## src/rtl/axi_slave_wr_ctrl_if.sv

```systemverilog
// AXI4 write-channel bundle (AW, W, B) shared by the write controller and its master.
interface axi_slave_wr_ctrl_if #(
    parameter int ADDR_W = 32,
    parameter int DATA_W = 32,
    parameter int ID_W   = 4
) ();
    logic [ID_W-1:0]     awid;
    logic [ADDR_W-1:0]   awaddr;
    logic [7:0]          awlen;
    logic [2:0]          awsize;
    logic [1:0]          awburst;
    logic                awvalid;
    logic                awready;
    logic [DATA_W-1:0]   wdata;
    logic [DATA_W/8-1:0] wstrb;
    logic                wlast;
    logic                wvalid;
    logic                wready;
    logic [ID_W-1:0]     bid;
    logic [1:0]          bresp;
    logic                bvalid;
    logic                bready;

    modport master (
        output awid, awaddr, awlen, awsize, awburst, awvalid,
        output wdata, wstrb, wlast, wvalid, bready,
        input  awready, wready, bid, bresp, bvalid
    );

    modport slave (
        input  awid, awaddr, awlen, awsize, awburst, awvalid,
        input  wdata, wstrb, wlast, wvalid, bready,
        output awready, wready, bid, bresp, bvalid
    );
endinterface

```

## src/rtl/axi_slave_wr_ctrl.sv

```systemverilog
// AXI4 write slave: one burst at a time, FIXED/INCR/WRAP address generation,
// word-granular strobed writes to a local memory port, OKAY/SLVERR/DECERR responses.
module axi_slave_wr_ctrl #(
    parameter int ADDR_W    = 32,
    parameter int DATA_W    = 32,
    parameter int ID_W      = 4,
    parameter int MEM_DEPTH = 256
) (
    input  logic                         clk_i,
    input  logic                         rst_i,
    axi_slave_wr_ctrl_if.slave           axi,
    output logic                         mem_we_o,
    output logic [$clog2(MEM_DEPTH)-1:0] mem_addr_o,
    output logic [DATA_W-1:0]            mem_wdata_o,
    output logic [DATA_W/8-1:0]          mem_wstrb_o
);
    localparam int NB     = DATA_W / 8;
    localparam int NB_LOG = $clog2(NB);
    localparam int MA_W   = $clog2(MEM_DEPTH);
    localparam logic [ADDR_W:0] MEM_BYTES = (ADDR_W+1)'(MEM_DEPTH * NB);

    localparam logic [1:0] S_IDLE = 2'd0;
    localparam logic [1:0] S_DATA = 2'd1;
    localparam logic [1:0] S_RESP = 2'd2;

    localparam logic [1:0] R_OKAY   = 2'b00;
    localparam logic [1:0] R_SLVERR = 2'b10;
    localparam logic [1:0] R_DECERR = 2'b11;

    logic [1:0]        state_q, state_d;
    logic [ID_W-1:0]   id_q, id_d;
    logic [ADDR_W-1:0] addr_q, addr_d;
    logic [7:0]        len_q, len_d;
    logic [2:0]        size_q, size_d;
    logic [1:0]        burst_q, burst_d;
    logic [7:0]        beat_q, beat_d;
    logic [1:0]        err_q, err_d;
    logic              supp_q, supp_d;
    logic              awready_q, awready_d;
    logic              wready_q, wready_d;
    logic              bvalid_q, bvalid_d;
    logic [ID_W-1:0]   bid_q, bid_d;
    logic [1:0]        bresp_q, bresp_d;
    logic              mem_we_q, mem_we_d;
    logic [MA_W-1:0]   mem_addr_q, mem_addr_d;
    logic [DATA_W-1:0] mem_wdata_q, mem_wdata_d;
    logic [NB-1:0]     mem_wstrb_q, mem_wstrb_d;

    logic [ADDR_W-1:0] step, wrap_sz, wrap_lo, seq_nxt, addr_nxt, aw_step;
    logic              cfg_err, oob, last_beat;
    logic [1:0]        err_nxt;

    assign step    = ADDR_W'(1) << size_q;
    assign wrap_sz = step * (ADDR_W'(len_q) + ADDR_W'(1));
    assign wrap_lo = addr_q & ~(wrap_sz - ADDR_W'(1));
    assign seq_nxt = addr_q + step;

    always_comb begin
        case (burst_q)
            2'b00:   addr_nxt = addr_q;
            2'b10:   addr_nxt = (seq_nxt == wrap_lo + wrap_sz) ? wrap_lo : seq_nxt;
            default: addr_nxt = (addr_q & ~(step - ADDR_W'(1))) + step;
        endcase
    end

    // Illegal burst shapes: still drain every beat, but never touch memory.
    assign aw_step = ADDR_W'(1) << axi.awsize;
    assign cfg_err = (axi.awsize > 3'(NB_LOG))
                  || (axi.awburst == 2'b11)
                  || ((axi.awburst == 2'b10) &&
                      !((axi.awlen == 8'd1) || (axi.awlen == 8'd3) ||
                        (axi.awlen == 8'd7) || (axi.awlen == 8'd15)))
                  || ((axi.awburst == 2'b10) && (|(axi.awaddr & (aw_step - ADDR_W'(1)))));

    assign oob       = {1'b0, addr_q} >= MEM_BYTES;
    assign last_beat = (beat_q == len_q);

    always_comb begin
        if ((err_q == R_SLVERR) || (axi.wlast != last_beat)) err_nxt = R_SLVERR;
        else if (oob)                                        err_nxt = R_DECERR;
        else                                                 err_nxt = err_q;
    end

    always_comb begin
        state_d     = state_q;
        id_d        = id_q;
        addr_d      = addr_q;
        len_d       = len_q;
        size_d      = size_q;
        burst_d     = burst_q;
        beat_d      = beat_q;
        err_d       = err_q;
        supp_d      = supp_q;
        awready_d   = awready_q;
        wready_d    = wready_q;
        bvalid_d    = bvalid_q;
        bid_d       = bid_q;
        bresp_d     = bresp_q;
        mem_we_d    = 1'b0;
        mem_addr_d  = mem_addr_q;
        mem_wdata_d = mem_wdata_q;
        mem_wstrb_d = mem_wstrb_q;
        case (state_q)
            S_IDLE: if (axi.awvalid && awready_q) begin
                id_d      = axi.awid;
                addr_d    = axi.awaddr;
                len_d     = axi.awlen;
                size_d    = axi.awsize;
                burst_d   = axi.awburst;
                beat_d    = 8'd0;
                err_d     = cfg_err ? R_SLVERR : R_OKAY;
                supp_d    = cfg_err;
                awready_d = 1'b0;
                wready_d  = 1'b1;
                state_d   = S_DATA;
            end
            S_DATA: if (axi.wvalid && wready_q) begin
                if (!supp_q && !oob) begin
                    mem_we_d    = 1'b1;
                    mem_addr_d  = MA_W'(addr_q >> NB_LOG);
                    mem_wdata_d = axi.wdata;
                    mem_wstrb_d = axi.wstrb;
                end
                err_d = err_nxt;
                // The burst always ends on the beat count; wlast only feeds the error.
                if (last_beat) begin
                    wready_d = 1'b0;
                    bvalid_d = 1'b1;
                    bid_d    = id_q;
                    bresp_d  = err_nxt;
                    state_d  = S_RESP;
                end else begin
                    beat_d = beat_q + 8'd1;
                    addr_d = addr_nxt;
                end
            end
            S_RESP: if (axi.bready && bvalid_q) begin
                bvalid_d  = 1'b0;
                awready_d = 1'b1;
                state_d   = S_IDLE;
            end
            default: begin
                state_d   = S_IDLE;
                awready_d = 1'b1;
                wready_d  = 1'b0;
                bvalid_d  = 1'b0;
            end
        endcase
    end

    always_ff @(posedge clk_i) begin
        if (rst_i) begin
            state_q     <= S_IDLE;
            id_q        <= '0;
            addr_q      <= '0;
            len_q       <= '0;
            size_q      <= '0;
            burst_q     <= '0;
            beat_q      <= '0;
            err_q       <= R_OKAY;
            supp_q      <= 1'b0;
            awready_q   <= 1'b1;
            wready_q    <= 1'b0;
            bvalid_q    <= 1'b0;
            bid_q       <= '0;
            bresp_q     <= R_OKAY;
            mem_we_q    <= 1'b0;
            mem_addr_q  <= '0;
            mem_wdata_q <= '0;
            mem_wstrb_q <= '0;
        end else begin
            state_q     <= state_d;
            id_q        <= id_d;
            addr_q      <= addr_d;
            len_q       <= len_d;
            size_q      <= size_d;
            burst_q     <= burst_d;
            beat_q      <= beat_d;
            err_q       <= err_d;
            supp_q      <= supp_d;
            awready_q   <= awready_d;
            wready_q    <= wready_d;
            bvalid_q    <= bvalid_d;
            bid_q       <= bid_d;
            bresp_q     <= bresp_d;
            mem_we_q    <= mem_we_d;
            mem_addr_q  <= mem_addr_d;
            mem_wdata_q <= mem_wdata_d;
            mem_wstrb_q <= mem_wstrb_d;
        end
    end

    assign axi.awready = awready_q;
    assign axi.wready  = wready_q;
    assign axi.bvalid  = bvalid_q;
    assign axi.bid     = bid_q;
    assign axi.bresp   = bresp_q;
    assign mem_we_o    = mem_we_q;
    assign mem_addr_o  = mem_addr_q;
    assign mem_wdata_o = mem_wdata_q;
    assign mem_wstrb_o = mem_wstrb_q;
endmodule

```

## src/flat_wrapper.sv

```systemverilog
// flat-port wrapper written by rule: the top's interface ports become plain ports
module axi_slave_wr_ctrl_flat 
#(
    parameter int ADDR_W    = 32,
    parameter int DATA_W    = 32,
    parameter int ID_W      = 4,
    parameter int MEM_DEPTH = 256
)
  (clk_i, rst_i, mem_we_o, mem_addr_o, mem_wdata_o, mem_wstrb_o, axi_awid, axi_awaddr, axi_awlen, axi_awsize, axi_awburst, axi_awvalid, axi_wdata, axi_wstrb, axi_wlast, axi_wvalid, axi_bready, axi_awready, axi_wready, axi_bid, axi_bresp, axi_bvalid);
  axi_slave_wr_ctrl_if #(.ADDR_W(ADDR_W), .DATA_W(DATA_W), .ID_W(ID_W)) axi_i ();
  input  logic clk_i;
  input  logic rst_i;
  output logic mem_we_o;
  output logic [$clog2(MEM_DEPTH)-1:0] mem_addr_o;
  output logic [DATA_W-1:0] mem_wdata_o;
  output logic [DATA_W/8-1:0] mem_wstrb_o;
  input wire logic [$bits(axi_i.awid)-1:0] axi_awid;
  input wire logic [$bits(axi_i.awaddr)-1:0] axi_awaddr;
  input wire logic [$bits(axi_i.awlen)-1:0] axi_awlen;
  input wire logic [$bits(axi_i.awsize)-1:0] axi_awsize;
  input wire logic [$bits(axi_i.awburst)-1:0] axi_awburst;
  input wire logic [$bits(axi_i.awvalid)-1:0] axi_awvalid;
  input wire logic [$bits(axi_i.wdata)-1:0] axi_wdata;
  input wire logic [$bits(axi_i.wstrb)-1:0] axi_wstrb;
  input wire logic [$bits(axi_i.wlast)-1:0] axi_wlast;
  input wire logic [$bits(axi_i.wvalid)-1:0] axi_wvalid;
  input wire logic [$bits(axi_i.bready)-1:0] axi_bready;
  output wire logic [$bits(axi_i.awready)-1:0] axi_awready;
  output wire logic [$bits(axi_i.wready)-1:0] axi_wready;
  output wire logic [$bits(axi_i.bid)-1:0] axi_bid;
  output wire logic [$bits(axi_i.bresp)-1:0] axi_bresp;
  output wire logic [$bits(axi_i.bvalid)-1:0] axi_bvalid;
  assign axi_i.awid = axi_awid;
  assign axi_i.awaddr = axi_awaddr;
  assign axi_i.awlen = axi_awlen;
  assign axi_i.awsize = axi_awsize;
  assign axi_i.awburst = axi_awburst;
  assign axi_i.awvalid = axi_awvalid;
  assign axi_i.wdata = axi_wdata;
  assign axi_i.wstrb = axi_wstrb;
  assign axi_i.wlast = axi_wlast;
  assign axi_i.wvalid = axi_wvalid;
  assign axi_i.bready = axi_bready;
  assign axi_awready = axi_i.awready;
  assign axi_wready = axi_i.wready;
  assign axi_bid = axi_i.bid;
  assign axi_bresp = axi_i.bresp;
  assign axi_bvalid = axi_i.bvalid;
  axi_slave_wr_ctrl #(.ADDR_W(ADDR_W), .DATA_W(DATA_W), .ID_W(ID_W), .MEM_DEPTH(MEM_DEPTH)) u_core (.clk_i(clk_i), .rst_i(rst_i), .axi(axi_i), .mem_we_o(mem_we_o), .mem_addr_o(mem_addr_o), .mem_wdata_o(mem_wdata_o), .mem_wstrb_o(mem_wstrb_o));
endmodule
```

## config.mk

```make
export PLATFORM = sky130hd
export DESIGN_NAME = axi_slave_wr_ctrl_flat
export DESIGN_NICKNAME = d
export VERILOG_FILES = /design/src/rtl/axi_slave_wr_ctrl_if.sv /design/src/rtl/axi_slave_wr_ctrl.sv /design/src/flat_wrapper.sv
export SDC_FILE = /design/constraint.sdc
export NUM_CORES = 1
export LEC_CHECK = 0
export ABC_AREA = 1
export BUFFER_PORTS_ARGS = -buffer_cell sky130_fd_sc_hd__buf_2
export CELL_PAD_IN_SITES_DETAIL_PLACEMENT = 2
export CELL_PAD_IN_SITES_GLOBAL_PLACEMENT = 2
export CORE_MARGIN = 1
export CORE_UTILIZATION = 30
export DETAILED_ROUTE_END_ITERATION = 6
export PLACE_DENSITY_LB_ADDON = 0.1
export SKIP_CTS_REPAIR_TIMING = 1
export SLEW_MARGIN = 0
export SYNTH_ARGS = -nofsm -noshare
export SYNTH_HDL_FRONTEND = slang
export SYNTH_SLANG_ARGS = --single-unit
```

## constraint.sdc

```tcl
create_clock -name clk_i -period 22.5 [get_ports clk_i]
set_input_delay 3.375 -clock clk_i [delete_from_list [all_inputs] [get_ports clk_i]]
set_output_delay 3.375 -clock clk_i [all_outputs]
set_load 0.005 [all_outputs]
```

== Yosys cells after proc, flatten, opt, wreduce, memory -nomap -nowiden ==
Cells that the tools add are included.

* Shift operators: 2
* Multiplexer cells: 33
* $lt $le $gt $ge: 2
* Reduce and logical (&&, ||, !) cells: 31
* Bitwise operators: 9
* Eq/ne operators: 19
* Add/subtract/negate cells: 8
* Multiply operators: 1

{| class="wikitable"
|+ Operator list
! operator !! count
|-
| $mux 32 || 4
|-
| $pmux 32 s2 || 2
|-
| $add 32x32->32 || 3
|-
| $and 32x32->32 || 3
|-
| $sub 32x1->32 const B || 3
|-
| $not 32->32 || 2
|-
| $shl 1x3->32 const A || 2
|-
| $eq 32x32->1 || 1
|-
| $ge 32x11->1 const B || 1
|-
| $mul 32x32->32 || 1
|-
| $reduce_or 32->1 || 1
|-
| $mux 8 || 3
|-
| $mux 2 || 9
|-
| $pmux 8 s2 || 1
|-
| $reduce_and 4->1 || 4
|-
| $reduce_and 3->1 || 4
|-
| $eq 2x2->1 const B || 5
|-
| $add 8x1->9 const B || 1
|-
| $mux 1 || 9
|-
| $pmux 1 s3 || 3
|-
| $add 8x1->8 const B || 1
|-
| $eq 8x1->1 const B || 1
|-
| $eq 8x2->1 const B || 1
|-
| $eq 8x3->1 const B || 1
|-
| 18 further kinds || 39
|}

* Bits in registers: 116
* Logic and storage cells: 123
* Bits of input ports: 91

== Logic depth before layout (Yosys ltp) ==
Gate-level depths: netlist of the first run.

* Word-level depth: 12
* Mapped depth: 56
* Depth with buffers taken out: 54

== Least setup slack after synthesis of the first run ==
Ideal clock, no wire load.

* Path kind: reg2reg
* Start point: reg u_core.len_q[0]
* End point: reg u_core.addr_q[1]
* Data required time: 22.368 ns
* Clock period less this slack: 7.336 ns
* Data arrival time: 7.204 ns
* Stages on the path, launching flop included: 53
* Path buffers: 2
* Setup slack: 15.164 ns
* Cells stage by stage: dfxtp_1 inv_1 clkbuf_1 nor3_1 inv_1 nor2_1 nand2_1 nor2_1 nand2_1 nand2_1 nand2_1 inv_1 nand2_1 fa_1 fa_1 inv_1 fa_1 inv_1 (+17 left out) nand2_1 nand2_1 nand3_1 nand3_2 nand2_1 nand2_1 nand2_1 nand2_1 nand2_1 nor2_4 nand3_4 nor2_4 buf_6 nand2_1 nand3_1 nand2_1 nand2_1 a21oi_1

* Cells in the longest elaborated chain, start to end: 12

{| class="wikitable"
|+ RTL lines
! item !! RTL line !! source
|-
| from (decl) || axi_slave_wr_ctrl.sv:33 || <nowiki>logic [7:0] len_q, len_d;</nowiki>
|-
| from (signal assigned) || axi_slave_wr_ctrl.sv:175 || <nowiki>len_q <= len_d;</nowiki>
|-
| $add 8x1->9 || axi_slave_wr_ctrl.sv:54 || <nowiki>assign wrap_sz = step * (ADDR_W'(len_q) + ADDR_W'(1));</nowiki>
|-
| $mul 32x32->32 || axi_slave_wr_ctrl.sv:54 ||
|-
| $sub 32x1->32 || axi_slave_wr_ctrl.sv:55 || <nowiki>assign wrap_lo = addr_q & ~(wrap_sz - ADDR_W'(1));</nowiki>
|-
| $not 32->32 || axi_slave_wr_ctrl.sv:55 ||
|-
| $and 32x32->32 || axi_slave_wr_ctrl.sv:55 ||
|-
| $add 32x32->32 || axi_slave_wr_ctrl.sv:61 || <nowiki>2'b10: addr_nxt = (seq_nxt == wrap_lo + wrap_sz) ? wrap_lo : seq_nxt;</nowiki>
|-
| $eq 32x32->1 || axi_slave_wr_ctrl.sv:61 ||
|-
| $mux 32 || axi_slave_wr_ctrl.sv:61 ||
|-
| $pmux 32 s2 || axi_slave_wr_ctrl.sv:59 || <nowiki>case (burst_q)</nowiki>
|-
| $mux 32 || axi_slave_wr_ctrl.sv:126 || <nowiki>if (last_beat) begin</nowiki>
|-
| $mux 32 || axi_slave_wr_ctrl.sv:117 || <nowiki>S_DATA: if (axi.wvalid && wready_q) begin</nowiki>
|-
| $pmux 32 s2 || axi_slave_wr_ctrl.sv:103 || <nowiki>case (state_q)</nowiki>
|-
| to (signal assigned) || axi_slave_wr_ctrl.sv:174 || <nowiki>addr_q <= addr_d;</nowiki>
|-
| to (decl) || axi_slave_wr_ctrl.sv:32 || <nowiki>logic [ADDR_W-1:0] addr_q, addr_d;</nowiki>
|}

Parallel ways exist; a longest one is shown, timed or not. The select of a mux whose other input is x is not followed.
A chain may end at the register's enable or synchronous reset.

== Worst setup path in the final report of the first run ==
* Start point: reg u_core.len_q[0]
* End point: reg u_core.addr_q[24]

The elaborated chain is that of the path after synthesis.

==> results_dict.tcl, run 1 <==
set metrics [dict create \
    placed_cells 2835 \
    crit_path_start "u_core.len_q[0]" \
    ant_nets 0 \
    synth_ff_type "dfxtp_1" \
    seq_area_frac_synth_pct 17.8 \
    cts_max_path_buffers 2 \
    yosys.area.top_type_share_pct 17.8 \
    final_max_slew_viol_count 0 \
    powerDensity_mw_per_mm2 59.4 \
    place_ws_ns 12.49 \
    fin_setup_tns_ns 0 \
    cp_max_fo 33 \
    row_count 76 \
    synthTopCellsByArea "dfxtp_1 18%, nand2_1 16%, nor2_1 9.4%, inv_1 8.2%, fa_1 6.9%" \
    worst_slack_ns 12.49 \
    p_comb_share_pct 37.7 \
    grt_usage_pct 26.4 \
    cpMostUsedCell "nand2_1" \
    vias 14700 \
    final_nets 2467 \
    gp_congestion 0.918 \
    first_iter_violations 672 \
    p_int_uw 512 \
    clock_power_share_pct 34.6 \
    required_ns 22.80 \
    io_buffers 144 \
    slew-limit-headroom_pct 25.3 \
    synth_area_mm2 0.0131 \
    min_period_over_period_pct 44.5 \
    hp-class "reg -> reg" \
    synthTopCellsByCount "552 x nand2_1, 328 x nor2_1, 286 x inv_1" \
    synthToLayoutAreaGrowth_pct 14.0 \
    grt_pass1_wl_mm 90.7 \
    grt_max_degree 65 \
    syn_inst 2170 \
    reg2reg_setup_slack_ns 12.49 \
    critical_path.startpoint_type "register" \
    fin_total_pwr_uw 884 \
    die_width_um 211 \
    synth.most_common_cell "nand2_1" \
    drc 0 \
    initial_utilization_pct 30.4 \
    yosysTopAreaCell "dfxtp_1" \
    worst_pin_slew_ns 1.12 \
    cap_violations 0 \
    r2r_end "u_core.addr_q[24]" \
    vdd_drop_max_mv 0.0528 \
    skew_ns 0.0104 \
    p_sw_share_pct 42.1 \
    cts_made_buffers 17 \
    root_buffer "clkbuf_16" \
    worstSetupEndpointType "register" \
    clock_sinks 116 \
    rsz0062_at_grt "false" \
    ys_warn_count 0 \
    routed_via_density 5.12 \
    clk_latency_ns 0.44 \
    r2r_start "u_core.len_q[0]" \
    final_cell_count_no_fill 2872 \
    drt-pass1-iter-count 5 \
    htreeDepth 4 \
    cts_tree "built" \
    pwr-share-seq_pct 27.7 \
    final_hold_viol_count 0 \
    p_switching_uw 372 \
    reg2regPathDepth 47 \
    antenna_found_initial 8 \
    setup_viol 0 \
    grt_pass1_vias 16100 \
    max_stage_delay_ns 0.87 \
    status "completed" \
    worstSetupEndpoint "u_core.addr_q[24]" \
    post_drt_wl_per_cell_um 19.9 \
    ys_async_sr_fraction_pct 0 \
    path_class "reg -> reg" \
    synth_edf_count 0 \
    worstPathArrival_ns 10.30 \
    p_leak_nw 7.22 \
    ios 145 \
    ys_types 54 \
    grt.overflow.total 0 \
    drive_gt1_share_pct 12.9 \
    fin_crit_ns 10.01 \
    die_height_um 211 \
    syn_nets 2368 \
    slowest_stage "nor2_4" \
    ys_seq_elements 116 \
    wl_mm 57.1 \
    clkTransAtPathRegs_ns 0.06 \
    avgSynthCellArea_um2 6.02 \
    max_freq_mhz 99.9 \
    core-area_mm2 0.0430 \
    dp_hpwl_mm 46.6 \
    die_area_mm2 0.0444 \
]
power by group through the flow:
stage          logic, mW  clock network [mW]  registers (mW)
2_1_floorplan      0.243                   0           0.230
6_report           0.333               0.306           0.245
4_1_cts            0.334               0.312           0.244
3_3_place_gp       0.321                   0           0.247
5_1_grt            0.369               0.319           0.246
3_5_place_dp       0.331                   0           0.248
cells in the final DEF (no fill, tap or decap), types with 6 or more instances in the layout:
master,synthesis,routed
clkbuf_16,0,17
nand2_2,21,21
nor4_1,14,14
inv_2,21,21
xor2_1,64,64
nand4_1,29,29
o21ai_0,93,93
a31oi_1,6,6
dfxtp_1,116,116
inv_1,286,286
ha_1,62,62
o21bai_2,7,7
buf_2,21,144
nor3_1,23,23
fa_1,45,45
o22ai_1,9,9
nor2_2,17,18
nor2_1,328,326
nand3_2,9,9
nand2_1,552,552
o21ai_1,25,25
buf_4,4,8
or2_2,6,6
a21oi_1,111,111
nor2_4,10,11
xnor2_1,12,12
nand3_1,171,171
o21bai_1,7,7
kinds of logic after synthesis:
| family | Yosys count | share of synthesized area [%] |
|---|---|---|
| buffers and inverters | 383 | 11.7 |
| AND/OR/NAND/NOR | 1208 | 40.6 |
| flip-flops | 116 | 17.8 |
| AO/OA/AOI/OAI | 279 | 11.8 |
| adder cells (fa/ha/maj) | 107 | 12.8 |
| XOR/XNOR | 77 | 5.27 |
flip-flops by register name, indices dropped and copies added (netlist names), 3 cells and up:
register	cells
u_core.axi.bid	4
u_core.id_q	4
u_core.len_q	8
u_core.mem_wdata_o	32
u_core.size_q	3
u_core.mem_wstrb_o	4
u_core.addr_q	32
u_core.mem_addr_o	8
u_core.beat_q	8
per-stage QoR:
stage          hold slack, ns  utilization, %  cell area (um2)
2_1_floorplan           0.441               -            13100
3_3_place_gp            0.449            33.1            14200
3_5_place_dp            0.459            33.1            14200
4_1_cts                 0.469            34.6            14900
5_1_grt                 0.489            34.6            14900
6_report                0.465            34.6            14900
worst min-delay path by stage:
| stage | from | end | slack [ns] | cells past startpoint |
|---|---|---|---|---|
| after global placement | u_core.axi.bid[2] | u_core.axi.bid[2] | 0.45 | 2 |
| after global routing | u_core.id_q[3] | u_core.axi.bid[3] | 0.49 | 2 |
| after floorplan | u_core.err_q[0] | u_core.err_q[0] | 0.44 | 2 |
| after detailed placement | u_core.id_q[1] | u_core.id_q[1] | 0.46 | 2 |
| after CTS | u_core.id_q[1] | u_core.id_q[1] | 0.47 | 2 |
| final | u_core.axi.bid[1] | u_core.axi.bid[1] | 0.47 | 2 |
worst max-delay path, delay by kind of cell (launching register included):
kind	cells	cell delay, ns
compound gates	1	0.05
xor+xnor	1	0.72
fa+ha+maj	6	2.68
buf+inv	9	0.81
flops	1	0.35
simple gates	30	5.21
per-layer routing:
metal  vias to the layer above  global-route usage, %  wire (um)
li1                       7066                      -          -
met1                      7308                   35.7      27800
met2                       261                   42.6      25300
met3                        70                   5.71       2990
met4                        12                   6.35       1010
met5                         -                      0         60
layout make-up:
cell class | instances | area, um2
fill | 5428 | 28100
multi-input combinational | 1671 | 9230
sequential | 116 | 2320
inverter | 311 | 1170
timing repair buffer | 152 | 781
tap | 585 | 732
clock buffer | 21 | 470
clock inverter | 11 | 174
antenna | 5 | 12.5
Power figures use the tool's default switching activity.
==> run 2, diff against run 1 <==
--- a/config.mk
+++ b/config.mk
@@ -10,7 +10,7 @@
 export CELL_PAD_IN_SITES_DETAIL_PLACEMENT = 2
 export CELL_PAD_IN_SITES_GLOBAL_PLACEMENT = 2
 export CORE_MARGIN = 1
-export CORE_UTILIZATION = 30
+export CORE_UTILIZATION = 29
 export DETAILED_ROUTE_END_ITERATION = 6
 export PLACE_DENSITY_LB_ADDON = 0.1
 export SKIP_CTS_REPAIR_TIMING = 1
==> constraint.sdc (replaced) <==
create_clock -name clk_i -period 8.1 [get_ports clk_i]
set_input_delay 1.215 -clock clk_i [delete_from_list [all_inputs] [get_ports clk_i]]
set_output_delay 1.215 -clock clk_i [all_outputs]
set_load 0.005 [all_outputs]
==> results_dict.tcl, run 2 (same netlist as run 1, synthesis figures left out) <==
set metrics [dict create \
    cts_made_buffers 17 \
    grt_pass1_vias 16200 \
    clock_power_share_pct 32.5 \
    drc 0 \
    powerDensity_mw_per_mm2 158 \
    cap_violations 0 \
    layout_common_cells "514 x nand2_1, 301 x nor2_1, 276 x inv_1, 151 x nand3_1, 144 x buf_2" \
    cts_tree "built" \
    die_area_mm2 0.0459 \
    gp_congestion 0.889 \
    clk_latency_ns 0.44 \
    skew_ns 0.0169 \
    io_buffers 144 \
    fill_cells 5503 \
    reg2reg_setup_slack_ns 0.27 \
    vdd_drop_max_mv 0.141 \
    grt_max_degree 65 \
    die_width_um 214 \
    status "completed" \
    critical_path.startpoint_type "register" \
    final_cell_count_no_fill 2956 \
    vias 15000 \
    placed_cells 2897 \
    dp_hpwl_mm 47.9 \
    clock_sinks 116 \
    ios 145 \
    wl_mm 60.1 \
    min-delay-start "u_core.axi.bid[3]" \
    slew-limit-headroom_pct 37.7 \
    final_max_slew_viol_count 0 \
    required_ns 8.38 \
    worst_pin_slew_ns 0.929 \
    p_switching_mw 1.07 \
    grt_usage_pct 25.6 \
    grt_pass1_wl_mm 92.6 \
    htreeDepth 4 \
    post_drt_wl_per_cell_um 20.3 \
    cts_max_path_buffers 2 \
    whs_endpoint "u_core.axi.bid[3]" \
    synthToLayoutAreaGrowth_pct 24.2 \
    initial_utilization_pct 29.5 \
    multi_input_area_mm2 0.00985 \
    core-area_mm2 0.0443 \
    pwr-share-seq_pct 26.7 \
    setup_viol 0 \
    root_buffer "clkbuf_16" \
    crit_buf_inv 9 \
    first_iter_violations 727 \
    slowest_stage "fa_1" \
    final_hold_viol_count 0 \
    cp_max_fo 6 \
    path_class "reg -> reg" \
    worstSetupEndpointType "register" \
    hp-class "reg -> reg" \
    final_common_cell "nand2_1" \
    p_sw_share_pct 41.7 \
    whs_path_depth 2 \
    final_nets 2545 \
    clkTransAtPathRegs_ns 0.06 \
    p_comb_share_pct 40.8 \
    drive_gt1_share_pct 20.8 \
    reg2regPathDepth 49 \
    ant_nets 0 \
    max_stage_delay_ns 0.52 \
    fin_crit_ns 7.83 \
    drt-pass1-iter-count 4 \
    worstPathArrival_ns 8.10 \
    min_period_over_period_pct 96.6 \
    cp_top_family "simple AND/OR/NAND/NOR gates" \
    routed_via_density 5.09 \
    die_height_um 214 \
    fin_total_pwr_mw 2.56 \
    row_count 77 \
    p_leak_nw 7.71 \
    seq_area_mm2 0.00233 \
    r2r_start "u_core.len_q[2]" \
    final_core_util_pct 36.6 \
    p_int_mw 1.49 \
    r2r_end "u_core.addr_q[13]" \
    grt.overflow.total 0 \
    max_freq_mhz 128 \
    antenna_found_initial 10 \
]
[run 2: how the worst max path moves through the flow]
stage                                 from                end  slack [ns]  cells past startpoint
after floorplan            u_core.len_q[0]   u_core.addr_q[1]        0.76                     52
after global placement    u_core.size_q[1]  u_core.addr_q[15]        0.05                     44
after detailed placement   u_core.len_q[0]  u_core.addr_q[15]       -0.45                     52
after CTS                  u_core.len_q[0]  u_core.addr_q[15]       -0.50                     52
after global routing       u_core.len_q[2]  u_core.addr_q[13]       -0.11                     52
final                      u_core.len_q[2]  u_core.addr_q[13]        0.27                     49
[run 2: layer usage]
metal	part of all wire (%)	global-route usage (%)
met1	49	35.6
met2	46	41.5
met4	1.4	4.67
met3	4.1	4.60
met5	0.14	0
[run 2: cell type report]
cell class,count,share of cell area (%)
Multi-Input combinational cell,1671,60.7
Sequential cell,116,14.4
Timing Repair Buffer,230,9.12
Inverter,311,7.23
Tap cell,592,4.57
Clock buffer,21,2.90
Clock inverter,11,1.07
Antenna cell,4,0.0617
[run 2: power by group through the flow]
stage | Clock (mW) | Combinational [mW] | Sequential (mW)
6_report | 0.833 | 1.04 | 0.685
5_1_grt | 0.874 | 1.15 | 0.688
4_1_cts | 0.849 | 0.984 | 0.679
3_5_place_dp | 0 | 0.977 | 0.691
3_3_place_gp | 0 | 0.950 | 0.688
2_1_floorplan | 0 | 0.676 | 0.638
[run 2: worst register-to-register path, delay by kind of cell (launching register included)]
kind	cells	cell delay, ns
flip-flops	1	0.34
XOR/XNOR	1	0.17
buffers and inverters	9	0.73
AO/OA/AOI/OAI	2	0.20
adder cells (fa/ha/maj)	6	2.70
AND/OR/NAND/NOR	31	3.49
[run 2: metrics by stage]
stage                     setup slack (ns)  area (um2)  hold WS, ns  TNS (ns)
final                                0.274       16200        0.462         0
after global routing                -0.113       16200        0.478     -2.72
after detailed placement            -0.452       14700        0.456    -12.04
after floorplan                      0.764       13100        0.441         0
after CTS                           -0.501       15300        0.465    -13.62
after global placement              0.0512       14700        0.449         0
==> run 3, diff against run 2 <==
--- a/config.mk
+++ b/config.mk
@@ -5,12 +5,11 @@
 export SDC_FILE = /design/constraint.sdc
 export NUM_CORES = 1
 export LEC_CHECK = 0
-export ABC_AREA = 1
 export BUFFER_PORTS_ARGS = -buffer_cell sky130_fd_sc_hd__buf_2
 export CELL_PAD_IN_SITES_DETAIL_PLACEMENT = 2
 export CELL_PAD_IN_SITES_GLOBAL_PLACEMENT = 2
 export CORE_MARGIN = 1
-export CORE_UTILIZATION = 29
+export CORE_UTILIZATION = 30
 export DETAILED_ROUTE_END_ITERATION = 6
 export PLACE_DENSITY_LB_ADDON = 0.1
 export SKIP_CTS_REPAIR_TIMING = 1
==> results_dict.tcl, run 3 <==
set metrics [dict create \
    status "finished, violations left" \
    violations "negative setup slack" \
    post_drt_wl_per_cell_um 24.0 \
    stdcell_area_mm2 0.0178 \
    io_buffers 144 \
    cts_tree "built" \
    grt_pass1_vias 16300 \
    cts_made_buffers 17 \
    final_hold_viol_count 0 \
    synth_area_mm2 0.0128 \
    rsz0062_at_grt "true" \
    root_buffer "clkbuf_16" \
    synthTopCellsByCount "265 x nand2_1, 166 x nor2_1, 156 x a21oi_1" \
    ys_async_sr_fraction_pct 0 \
    synth_edf_count 0 \
    yosys.area.top_type_share_pct 18.2 \
    p_leak_nw 7.24 \
    slew-limit-headroom_pct 17.8 \
    final_max_slew_viol_count 0 \
    cp_top_family "adder cells" \
    hp-class "reg -> reg" \
    place_ws_ns -1.04 \
    synth_compound_area_share_pct 26.4 \
    worst_slack_ns -0.771 \
    drt-pass1-iter-count 7 \
    final_common_cell "buf_4" \
    grt_max_degree 77 \
    clock_sinks 116 \
    final_nets 2324 \
    fin_crit_ns 8.87 \
    synth_ff_type "dfxtp_1" \
    max_stage_delay_ns 0.57 \
    min_period_over_period_pct 110 \
    crit_buf_inv 8 \
    drive_gt1_share_pct 31.9 \
    slowest_stage "fa_1" \
    dp_hpwl_mm 49.3 \
    fill_cells 4884 \
    wl_mm 64.2 \
    required_ns 8.35 \
    cpMostUsedCell "fa_1" \
    grt.overflow.total 0 \
    cap_violations 0 \
    cts_max_path_buffers 2 \
    synthToLayoutAreaGrowth_pct 39.1 \
    ios 145 \
    powerDensity_mw_per_mm2 137 \
    syn_inst 1791 \
    clkTransAtPathRegs_ns 0.06 \
    synth-simple-area-share_pct 28.2 \
    path_class "reg -> reg" \
    drc 0 \
    first_iter_violations 848 \
    die_area_mm2 0.0434 \
    synth_mux_area_share_pct 0.764 \
    synth_top_family_by_area "simple AND/OR/NAND/NOR gates" \
    seq_area_frac_synth_pct 18.2 \
    layout_common_cells "263 x buf_4, 258 x nand2_1, 145 x nor2_1, 145 x a21oi_1, 144 x buf_2" \
    ant_nets 0 \
    htreeDepth 4 \
    place_area_mm2 0.0161 \
    yosysTopAreaCell "dfxtp_1" \
    gp_congestion 0.911 \
    setup_viol 32 \
    syn_nets 1989 \
    grt_pass1_wl_mm 96.1 \
    ys_types 110 \
    avgSynthCellArea_um2 7.13 \
    worst_pin_slew_ns 1.22 \
    clk_latency_ns 0.44 \
    routed_via_density 5.70 \
    worstSetupEndpointType "register" \
    core-area_mm2 0.0419 \
    synthXorXnorAreaFrac_pct 6.69 \
    worstPathArrival_ns 9.12 \
    vdd_drop_max_mv 0.153 \
    grt_usage_pct 28.5 \
    max_freq_mhz 113 \
    synth.most_common_cell "nand2_1" \
    synth_fa_ha_area_share_pct 13.1 \
    die_width_um 208 \
    row_count 75 \
    ys_warn_count 0 \
    die_height_um 208 \
    skew_ns 0.0110 \
    critical_path.startpoint_type "register" \
    vias 15300 \
    cp_max_fo 6 \
    ys_seq_elements 116 \
    antenna_found_initial 6 \
    synthTopCellsByArea "dfxtp_1 18%, nand2_1 7.8%, fa_1 7.1%, a21oi_1 6.1%, ha_1 6.1%" \
    initial_utilization_pct 30.5 \
]
## run 3: cell count changes after synthesis, moves of 47 or more
cell | before | now
nand3_1 | 171 | 60
inv_1 | 286 | 103
clkbuf_1 | 37 | 94
nor2_1 | 328 | 166
xnor2_1 | 12 | 59
nand2_1 | 552 | 265
## run 3: logic make-up (layout without fill, tap and decap cells)
| group | after synthesis | in the layout |
|---|---|---|
| AOI/OAI and AO/OA | 500 | 500 |
| xor gates and xnor gates | 95 | 95 |
| adders and majority gates | 107 | 107 |
| buffers and inverters | 218 | 564 |
| DFF | 116 | 116 |
| muxes | 9 | 9 |
| other | 0 | 1 |
| and+or+nand+nor | 746 | 746 |
## run 3: layout make-up
class | count | area, um2 | share of cell area (%)
Tap cell | 539 | 674 | 3.79
Clock inverter | 10 | 181 | 1.02
Timing Repair Buffer | 430 | 3070 | 17.3
Inverter | 104 | 397 | 2.23
Antenna cell | 1 | 2.50 | 0.0141
Multi-Input combinational cell | 1457 | 10700 | 60.0
Clock buffer | 20 | 447 | 2.51
Sequential cell | 116 | 2340 | 13.1
## run 3: worst min-delay path, delay by kind of cell, from the launching register on
kind / cells / cell delay (ns)
AND/OR/NAND/NOR: 1 / 0.05
flip-flops: 1 / 0.30
AO/OA/AOI/OAI: 1 / 0.05
## run 3: through the flow
step / hold slack, ns / TNS [ns] / power (mW) / utilization (%) / cells
after floorplan: 0.432 / -4.65 / 1.15 / - / 1791
after global placement: 0.439 / -16.73 / 1.50 / 38.4 / 2609
after detailed placement: 0.449 / -24.00 / 1.53 / 38.4 / 2609
after CTS: 0.459 / -25.48 / 2.38 / 39.9 / 2639
after global routing: 0.477 / -32.50 / 2.55 / 42.4 / 2676
final: 0.456 / -21.36 / 2.44 / 42.4 / 2677
## run 3: layer usage
metal / track usage, % / share of wire (%) / vias to the layer above
met3: 4.82 / 5.3 / 75
met5: 0 / 0.097 / -
li1: - / - / 7049
met2: 48.0 / 48 / 418
met4: 6.33 / 1.8 / 10
met1: 37.7 / 45 / 7716
## run 3: final timing paths
path | from | end | slack, ns | cells past startpoint
setup / recovery | u_core.len_q[0] | u_core.addr_q[24] | -0.77 | 38
hold / removal | u_core.mem_wdata_o[28] | u_core.mem_wdata_o[28] | 0.46 | 2
hold reg to reg | u_core.mem_wdata_o[28] | u_core.mem_wdata_o[28] | 0.46 | 2
setup reg to reg | u_core.len_q[0] | u_core.addr_q[24] | -0.77 | 38
## run 3: report_power, final
part / leakage, nW / internal, mW / switching, mW
Clock: 0.306 / 0.548 / 0.287
Sequential: 0.945 / 0.599 / 0.0820
Combinational: 5.99 / 0.379 / 0.545
